--- config.mk ---
export PLATFORM = sky130hd
export DESIGN_NAME = rv32i_multicycle_ctrl
export DESIGN_NICKNAME = d
export VERILOG_FILES = /design/src/rtl/rv32i_pkg.sv /design/src/rtl/rv32i_ctrl_outdec.sv /design/src/rtl/rv32i_multicycle_ctrl.sv
export SDC_FILE = /design/constraint.sdc
export NUM_CORES = 1
export LEC_CHECK = 0
export CORE_AREA = 2 2 39 41
export CTS_CLUSTER_SIZE = 8
export DETAILED_ROUTE_END_ITERATION = 16
export DIE_AREA = 0 0 41 43
export GPL_ROUTABILITY_DRIVEN = 0
export PLACE_DENSITY = 0.91
export SYNTH_ARGS = -nofsm -noshare
export SYNTH_HDL_FRONTEND = slang
export SYNTH_SLANG_ARGS = --single-unit
--- constraint.sdc ---
create_clock -name clk -period 2.1 [get_ports clk]
set_clock_uncertainty 0.05 [all_clocks]
set_input_delay 0.315 -clock clk [delete_from_list [all_inputs] [get_ports clk]]
set_output_delay 0.315 -clock clk [all_outputs]
set_load 0.005 [all_outputs]
--- src/rtl/rv32i_pkg.sv ---
// Shared constants for the multi-cycle RV32I core: opcodes, ALU op classes, mux selects, FSM states.
// Latency: none (declarations only).
// Backpressure: none (declarations only).
package rv32i_pkg;

  // Opcodes (IR[6:0]) the controller dispatches on
  localparam logic [6:0] OP_LOAD   = 7'b0000011;
  localparam logic [6:0] OP_STORE  = 7'b0100011;
  localparam logic [6:0] OP_R      = 7'b0110011;
  localparam logic [6:0] OP_I      = 7'b0010011;
  localparam logic [6:0] OP_BRANCH = 7'b1100011;
  localparam logic [6:0] OP_JAL    = 7'b1101111;

  // ALU operation class handed to the ALU-control decoder
  localparam logic [1:0] ALUOP_ADD   = 2'b00;
  localparam logic [1:0] ALUOP_SUB   = 2'b01;
  localparam logic [1:0] ALUOP_FUNCT = 2'b10;

  // ALU operand A select
  localparam logic [1:0] SRCA_PC     = 2'b00;
  localparam logic [1:0] SRCA_OLDPC  = 2'b01;
  localparam logic [1:0] SRCA_RS1    = 2'b10;

  // ALU operand B select
  localparam logic [1:0] SRCB_RS2    = 2'b00;
  localparam logic [1:0] SRCB_IMM    = 2'b01;
  localparam logic [1:0] SRCB_FOUR   = 2'b10;

  // Result bus select
  localparam logic [1:0] RES_ALUOUT    = 2'b00;
  localparam logic [1:0] RES_DATA      = 2'b01;
  localparam logic [1:0] RES_ALURESULT = 2'b10;

  // Controller states; encodings 12..15 are unused and recover to FETCH
  typedef enum logic [3:0] {
    S_FETCH    = 4'd0,
    S_DECODE   = 4'd1,
    S_MEMADR   = 4'd2,
    S_MEMREAD  = 4'd3,
    S_MEMWB    = 4'd4,
    S_MEMWRITE = 4'd5,
    S_EXEC_R   = 4'd6,
    S_EXEC_I   = 4'd7,
    S_ALUWB    = 4'd8,
    S_BEQ      = 4'd9,
    S_JAL      = 4'd10,
    S_ILLEGAL  = 4'd11
  } state_e;

endpackage

--- src/rtl/rv32i_ctrl_outdec.sv ---
// Combinational decode of controller state (plus mem_ready/zero) into datapath controls.
// Latency: zero cycles, purely combinational.
// Backpressure: mem_ready qualifies ir_write, pc_write (in FETCH) and mem_write; illegal_op only with RV32I_CTRL_ILLEGAL_TRAP_EN.
module rv32i_ctrl_outdec
  import rv32i_pkg::*;
(
  input  state_e     state,
  input  logic       mem_ready,
  input  logic       zero,
  output logic       mem_req,
  output logic       mem_write,
  output logic       adr_src,
  output logic       ir_write,
  output logic       pc_write,
  output logic       reg_write,
  output logic [1:0] alu_src_a,
  output logic [1:0] alu_src_b,
  output logic [1:0] result_src,
  output logic [1:0] alu_op,
  output logic       imm_sel_j
`ifdef RV32I_CTRL_ILLEGAL_TRAP_EN
  ,
  output logic       illegal_op
`endif
);

  logic pc_update;
  logic branch;

  // Moore decode: every control is 0 unless the current state names it
  always_comb begin
    mem_req    = 1'b0;
    mem_write  = 1'b0;
    adr_src    = 1'b0;
    ir_write   = 1'b0;
    reg_write  = 1'b0;
    alu_src_a  = SRCA_PC;
    alu_src_b  = SRCB_RS2;
    result_src = RES_ALUOUT;
    alu_op     = ALUOP_ADD;
    imm_sel_j  = 1'b0;
    pc_update  = 1'b0;
    branch     = 1'b0;
`ifdef RV32I_CTRL_ILLEGAL_TRAP_EN
    illegal_op = 1'b0;
`endif
    case (state)
      S_FETCH: begin
        mem_req    = 1'b1;
        alu_src_b  = SRCB_FOUR;
        result_src = RES_ALURESULT;
        ir_write   = mem_ready;
        pc_update  = mem_ready;
      end
      S_DECODE: begin
        alu_src_a = SRCA_OLDPC;
        alu_src_b = SRCB_IMM;
      end
      S_MEMADR: begin
        alu_src_a = SRCA_RS1;
        alu_src_b = SRCB_IMM;
      end
      S_MEMREAD: begin
        mem_req = 1'b1;
        adr_src = 1'b1;
      end
      S_MEMWB: begin
        result_src = RES_DATA;
        reg_write  = 1'b1;
      end
      S_MEMWRITE: begin
        mem_req   = 1'b1;
        adr_src   = 1'b1;
        mem_write = mem_ready;
      end
      S_EXEC_R: begin
        alu_src_a = SRCA_RS1;
        alu_op    = ALUOP_FUNCT;
      end
      S_EXEC_I: begin
        alu_src_a = SRCA_RS1;
        alu_src_b = SRCB_IMM;
        alu_op    = ALUOP_FUNCT;
      end
      S_ALUWB: begin
        reg_write = 1'b1;
      end
      S_BEQ: begin
        alu_src_a = SRCA_RS1;
        alu_op    = ALUOP_SUB;
        branch    = 1'b1;
      end
      S_JAL: begin
        alu_src_a = SRCA_OLDPC;
        alu_src_b = SRCB_FOUR;
        pc_update = 1'b1;
        imm_sel_j = 1'b1;
      end
      S_ILLEGAL: begin
`ifdef RV32I_CTRL_ILLEGAL_TRAP_EN
        illegal_op = 1'b1;
`endif
      end
      default: ;
    endcase
  end

  // PC is written on unconditional update or a taken branch
  assign pc_write = pc_update | (branch & zero);

endmodule

--- src/rtl/rv32i_multicycle_ctrl.sv ---
// Main control FSM of the multi-cycle RV32I core; optional trap-on-illegal via RV32I_CTRL_ILLEGAL_TRAP_EN.
// Latency: lw 5, sw 4, R/I 4, beq 3, jal 4 cycles with mem_ready held high.
// Backpressure: FETCH/MEMREAD/MEMWRITE hold with mem_req high until mem_ready; ready elsewhere is ignored.
module rv32i_multicycle_ctrl
  import rv32i_pkg::*;
#(
  parameter int RESET_STATE_FETCH = 1
) (
  input  logic       clk,
  input  logic       rst_n,
  input  logic [6:0] op,
  input  logic       zero,
  input  logic       mem_ready,
  output logic       mem_req,
  output logic       mem_write,
  output logic       adr_src,
  output logic       ir_write,
  output logic       pc_write,
  output logic       reg_write,
  output logic [1:0] alu_src_a,
  output logic [1:0] alu_src_b,
  output logic [1:0] result_src,
  output logic [1:0] alu_op,
  output logic       imm_sel_j,
  output logic [3:0] state_o
`ifdef RV32I_CTRL_ILLEGAL_TRAP_EN
  ,
  output logic       illegal_op
`endif
);

  // Reset into anything other than FETCH is not supported
  if (RESET_STATE_FETCH != 1) begin : g_reset_state_check
    $error("RESET_STATE_FETCH must be 1");
  end

  state_e state_q;
  state_e state_d;

  logic mem_write_raw;
  logic ir_write_raw;
  logic pc_write_raw;
  logic reg_write_raw;

  // Next-state: advance on mem_ready only in memory states, dispatch on opcode in DECODE
  always_comb begin
    state_d = state_q;
    case (state_q)
      S_FETCH:    if (mem_ready) state_d = S_DECODE;
      S_DECODE: begin
        case (op)
          OP_LOAD, OP_STORE: state_d = S_MEMADR;
          OP_R:              state_d = S_EXEC_R;
          OP_I:              state_d = S_EXEC_I;
          OP_BRANCH:         state_d = S_BEQ;
          OP_JAL:            state_d = S_JAL;
          default:           state_d = S_ILLEGAL;
        endcase
      end
      S_MEMADR:   state_d = op[5] ? S_MEMWRITE : S_MEMREAD;
      S_MEMREAD:  if (mem_ready) state_d = S_MEMWB;
      S_MEMWB:    state_d = S_FETCH;
      S_MEMWRITE: if (mem_ready) state_d = S_FETCH;
      S_EXEC_R:   state_d = S_ALUWB;
      S_EXEC_I:   state_d = S_ALUWB;
      S_ALUWB:    state_d = S_FETCH;
      S_BEQ:      state_d = S_FETCH;
      S_JAL:      state_d = S_ALUWB;
`ifdef RV32I_CTRL_ILLEGAL_TRAP_EN
      S_ILLEGAL:  state_d = S_ILLEGAL;
`else
      S_ILLEGAL:  state_d = S_FETCH;
`endif
      default:    state_d = S_FETCH;
    endcase
  end

  // State register; reset aborts any instruction in flight
  always_ff @(posedge clk or negedge rst_n) begin
    if (!rst_n) state_q <= S_FETCH;
    else        state_q <= state_d;
  end

  rv32i_ctrl_outdec u_outdec (
    .state      (state_q),
    .mem_ready  (mem_ready),
    .zero       (zero),
    .mem_req    (mem_req),
    .mem_write  (mem_write_raw),
    .adr_src    (adr_src),
    .ir_write   (ir_write_raw),
    .pc_write   (pc_write_raw),
    .reg_write  (reg_write_raw),
    .alu_src_a  (alu_src_a),
    .alu_src_b  (alu_src_b),
    .result_src (result_src),
    .alu_op     (alu_op),
    .imm_sel_j  (imm_sel_j)
`ifdef RV32I_CTRL_ILLEGAL_TRAP_EN
    ,
    .illegal_op (illegal_op)
`endif
  );

  // Write strobes are suppressed while reset is held, so FETCH cannot load IR/PC during reset
  assign mem_write = mem_write_raw & rst_n;
  assign ir_write  = ir_write_raw  & rst_n;
  assign pc_write  = pc_write_raw  & rst_n;
  assign reg_write = reg_write_raw & rst_n;

  assign state_o = state_q;

endmodule

==> impl_metrics.ini <==
[placement]
numPortBuffers = 29
dp_hpwl_um = 1200
post_dp_cell_area_um2 = 820

[layout]
final_util = 0.743
layout.nets = 130
largest_reg_flops = 4
drive_above_1_share = 0.308
layout_commonest_cell = clkdlybuf4s50_1
nFillCells = 106
syn_to_final_growth_pct = 111
final_cell_mix = clkdlybuf4s50_1, buf_4, dlymetal6s2s_1
final_area_um2 = 1030
antennaDiodeCount = 0

[global_routing]
grt_antenna_before_repair = 0
grt_max_degree = 15
grt_pass1_wl_um = 2700
grt_pass1_vias = 657
overflow = 0
grt_util_all_layers = 0.224

[timing]
drv_slew = 0
setup_viol = 0
max_freq_ghz = 0.493
slew_headroom = 0.712
hold_violations = 0
period_minus_slack_ps = 2030
period_share = 0.967
tightest_slew_ps = 421
finalSetupTns_ps = 0

[floorplanning]
die-width_um = 41
rows = 14
io_pins = 30
initial_core_util = 0.352
core-area_um2 = 1380
die_area_um2 = 1760
fp.dieH_um = 43

[min_path]
min_path_type = in2async

[yosys]
ys_warn_count = 0
synth_cells = 70
syn_avg_cell_area_um2 = 6.95
syn_area_um2 = 487
yosysSeqAreaShare = 0.206
synth_cell_types = 32
synth_seq_cells = 4
syn-num-nets = 81

[detailed_routing]
route.detailed.drc = 0
num_vias = 750
dr.pass1.iters = 5
avgViaCountPerCell = 5.64
wl_per_cell_um = 14.9
drtIter0Drc = 19
ant_nets = 0
route.final.wire_length_um = 1980

[setup_path]
end_kind = output port
worstSetupPathType = reg2out
critPathMaxFanout = 8
reg2reg_slack_ps = 410
cp_data_required_time_ps = 1740
start_kind = flip-flop
cp.arrival_ps = 1660

[power_and_ir_drop]
p_leak_nw = 0.568
power_density_nw_per_um2 = 1390
ir_drop_mv = 0.691

[clock_tree]
cts-root-buf = clkbuf_4
h-tree-depth = 1
path_clk_slew_ps = 40
hold_buffers = 0
clk_path_buf_depth = 2
cts_inserted_buffers = 3
clk_latency_ps = 250
cts_num_sinks = 4
cts_tree = yes

[run_status]
outcome = completed

[job]
cap_violations = 0
[where the power goes]
group          leakage (nW)  internal (mW)  switching (mW)
clock                0.0138         0.0646          0.0415
combinational         0.507          0.655           0.476
sequential           0.0469          0.117          0.0751
[area by class of cell]
type | instances | area, um^2 | area share
clock buffers | 3 | 22.5 | 0.0219
inverters | 5 | 18.8 | 0.0182
multi-input cells | 57 | 407 | 0.395
flip-flops and latches | 4 | 104 | 0.101
well taps | 16 | 20.0 | 0.0195
repair buffers | 48 | 457 | 0.444
[layer usage]
layer  global-route usage  vias up  routed length [um]
li1                     -      346                   -
met4                0.173        0                  50
met2                0.334       33                1020
met1                0.269      364                 806
met3               0.0366        7                 102
met5                    0        -                   0
[worst max-delay path: stages, from the launching register on]
cell	delay [ps]
dfrtp_2	470
buf_4	160
nand2b_1	120
nor2_1	150
clkdlybuf4s50_1	520
[logic make-up (layout without fill, tap and decap cells)]
kind of cell,Yosys count,count (layout),synth area share
AND/OR/NAND/NOR,38,38,0.419
AO/OA/AOI/OAI,15,15,0.211
buffers and inverters,9,56,0.0848
flip-flops,4,4,0.206
XOR/XNOR,2,2,0.0360
multiplexers,2,2,0.0437
[timing repair]
| action | CTS | global route |
|---|---|---|
| setup buffers | 5 | 8 |
| resized for setup | 7 | 22 |
| endpoints found under the setup margin | 11 | 12 |
| pin swaps | 0 | 1 |
[worst paths after layout]
| kind | from | end | cells after the start |
|---|---|---|---|
| worst max-delay path | state_o[2] | alu_op[1] | 4 |
| worst min-delay path | rst_n | state_o[1] | 2 |
| worst max register to register | state_o[0] | state_o[2] | 6 |
| worst min register to register | state_o[2] | state_o[2] | 3 |
| max in group asynchronous | rst_n | state_o[2] | 2 |
| min in group clk | op[4] | state_o[2] | 3 |
[metrics by stage]
| step | std cells | setup WS [ps] | hold slack [ps] | power, mW |
|---|---|---|---|---|
| floorplan | 70 | 685 | -30.6 | 0.588 |
| global placement | 117 | 128 | 622 | 0.999 |
| detailed placement | 117 | 116 | 635 | 1.02 |
| CTS | 125 | 3.27 | 387 | 1.21 |
| global route | 133 | -5.86 | 406 | 1.53 |
| finish | 133 | 70.1 | 398 | 1.43 |
[synth_stat cells (all sizes together)]
| library cell | n | share of area |
|---|---|---|
| and2 | 1 | 0.013 |
| and3b | 1 | 0.018 |
| nand4 | 2 | 0.026 |
| or3 | 1 | 0.013 |
| o22ai | 1 | 0.013 |
| and2b | 1 | 0.015 |
| a2111oi | 1 | 0.018 |
| buf | 4 | 0.046 |
| mux2i | 1 | 0.021 |
| a22oi | 1 | 0.015 |
| nor3b | 1 | 0.015 |
| mux2 | 1 | 0.023 |
| dfrtp | 4 | 0.21 |
| nor3 | 5 | 0.051 |
| o311a | 1 | 0.021 |
| o211ai | 1 | 0.015 |
| xnor2 | 2 | 0.036 |
| a21oi | 4 | 0.041 |
| nand2 | 5 | 0.039 |
| nor2 | 9 | 0.069 |
| o21ai | 2 | 0.021 |
| nor4 | 2 | 0.026 |
| or2 | 1 | 0.013 |
| nor2b | 2 | 0.026 |
| o32ai | 1 | 0.018 |
| inv | 5 | 0.039 |
| nand3b | 2 | 0.031 |
| a21o | 1 | 0.015 |
| a211oi | 1 | 0.015 |
| a32oi | 1 | 0.018 |
| nand2b | 5 | 0.064 |
Power figures use the tool's default switching activity.
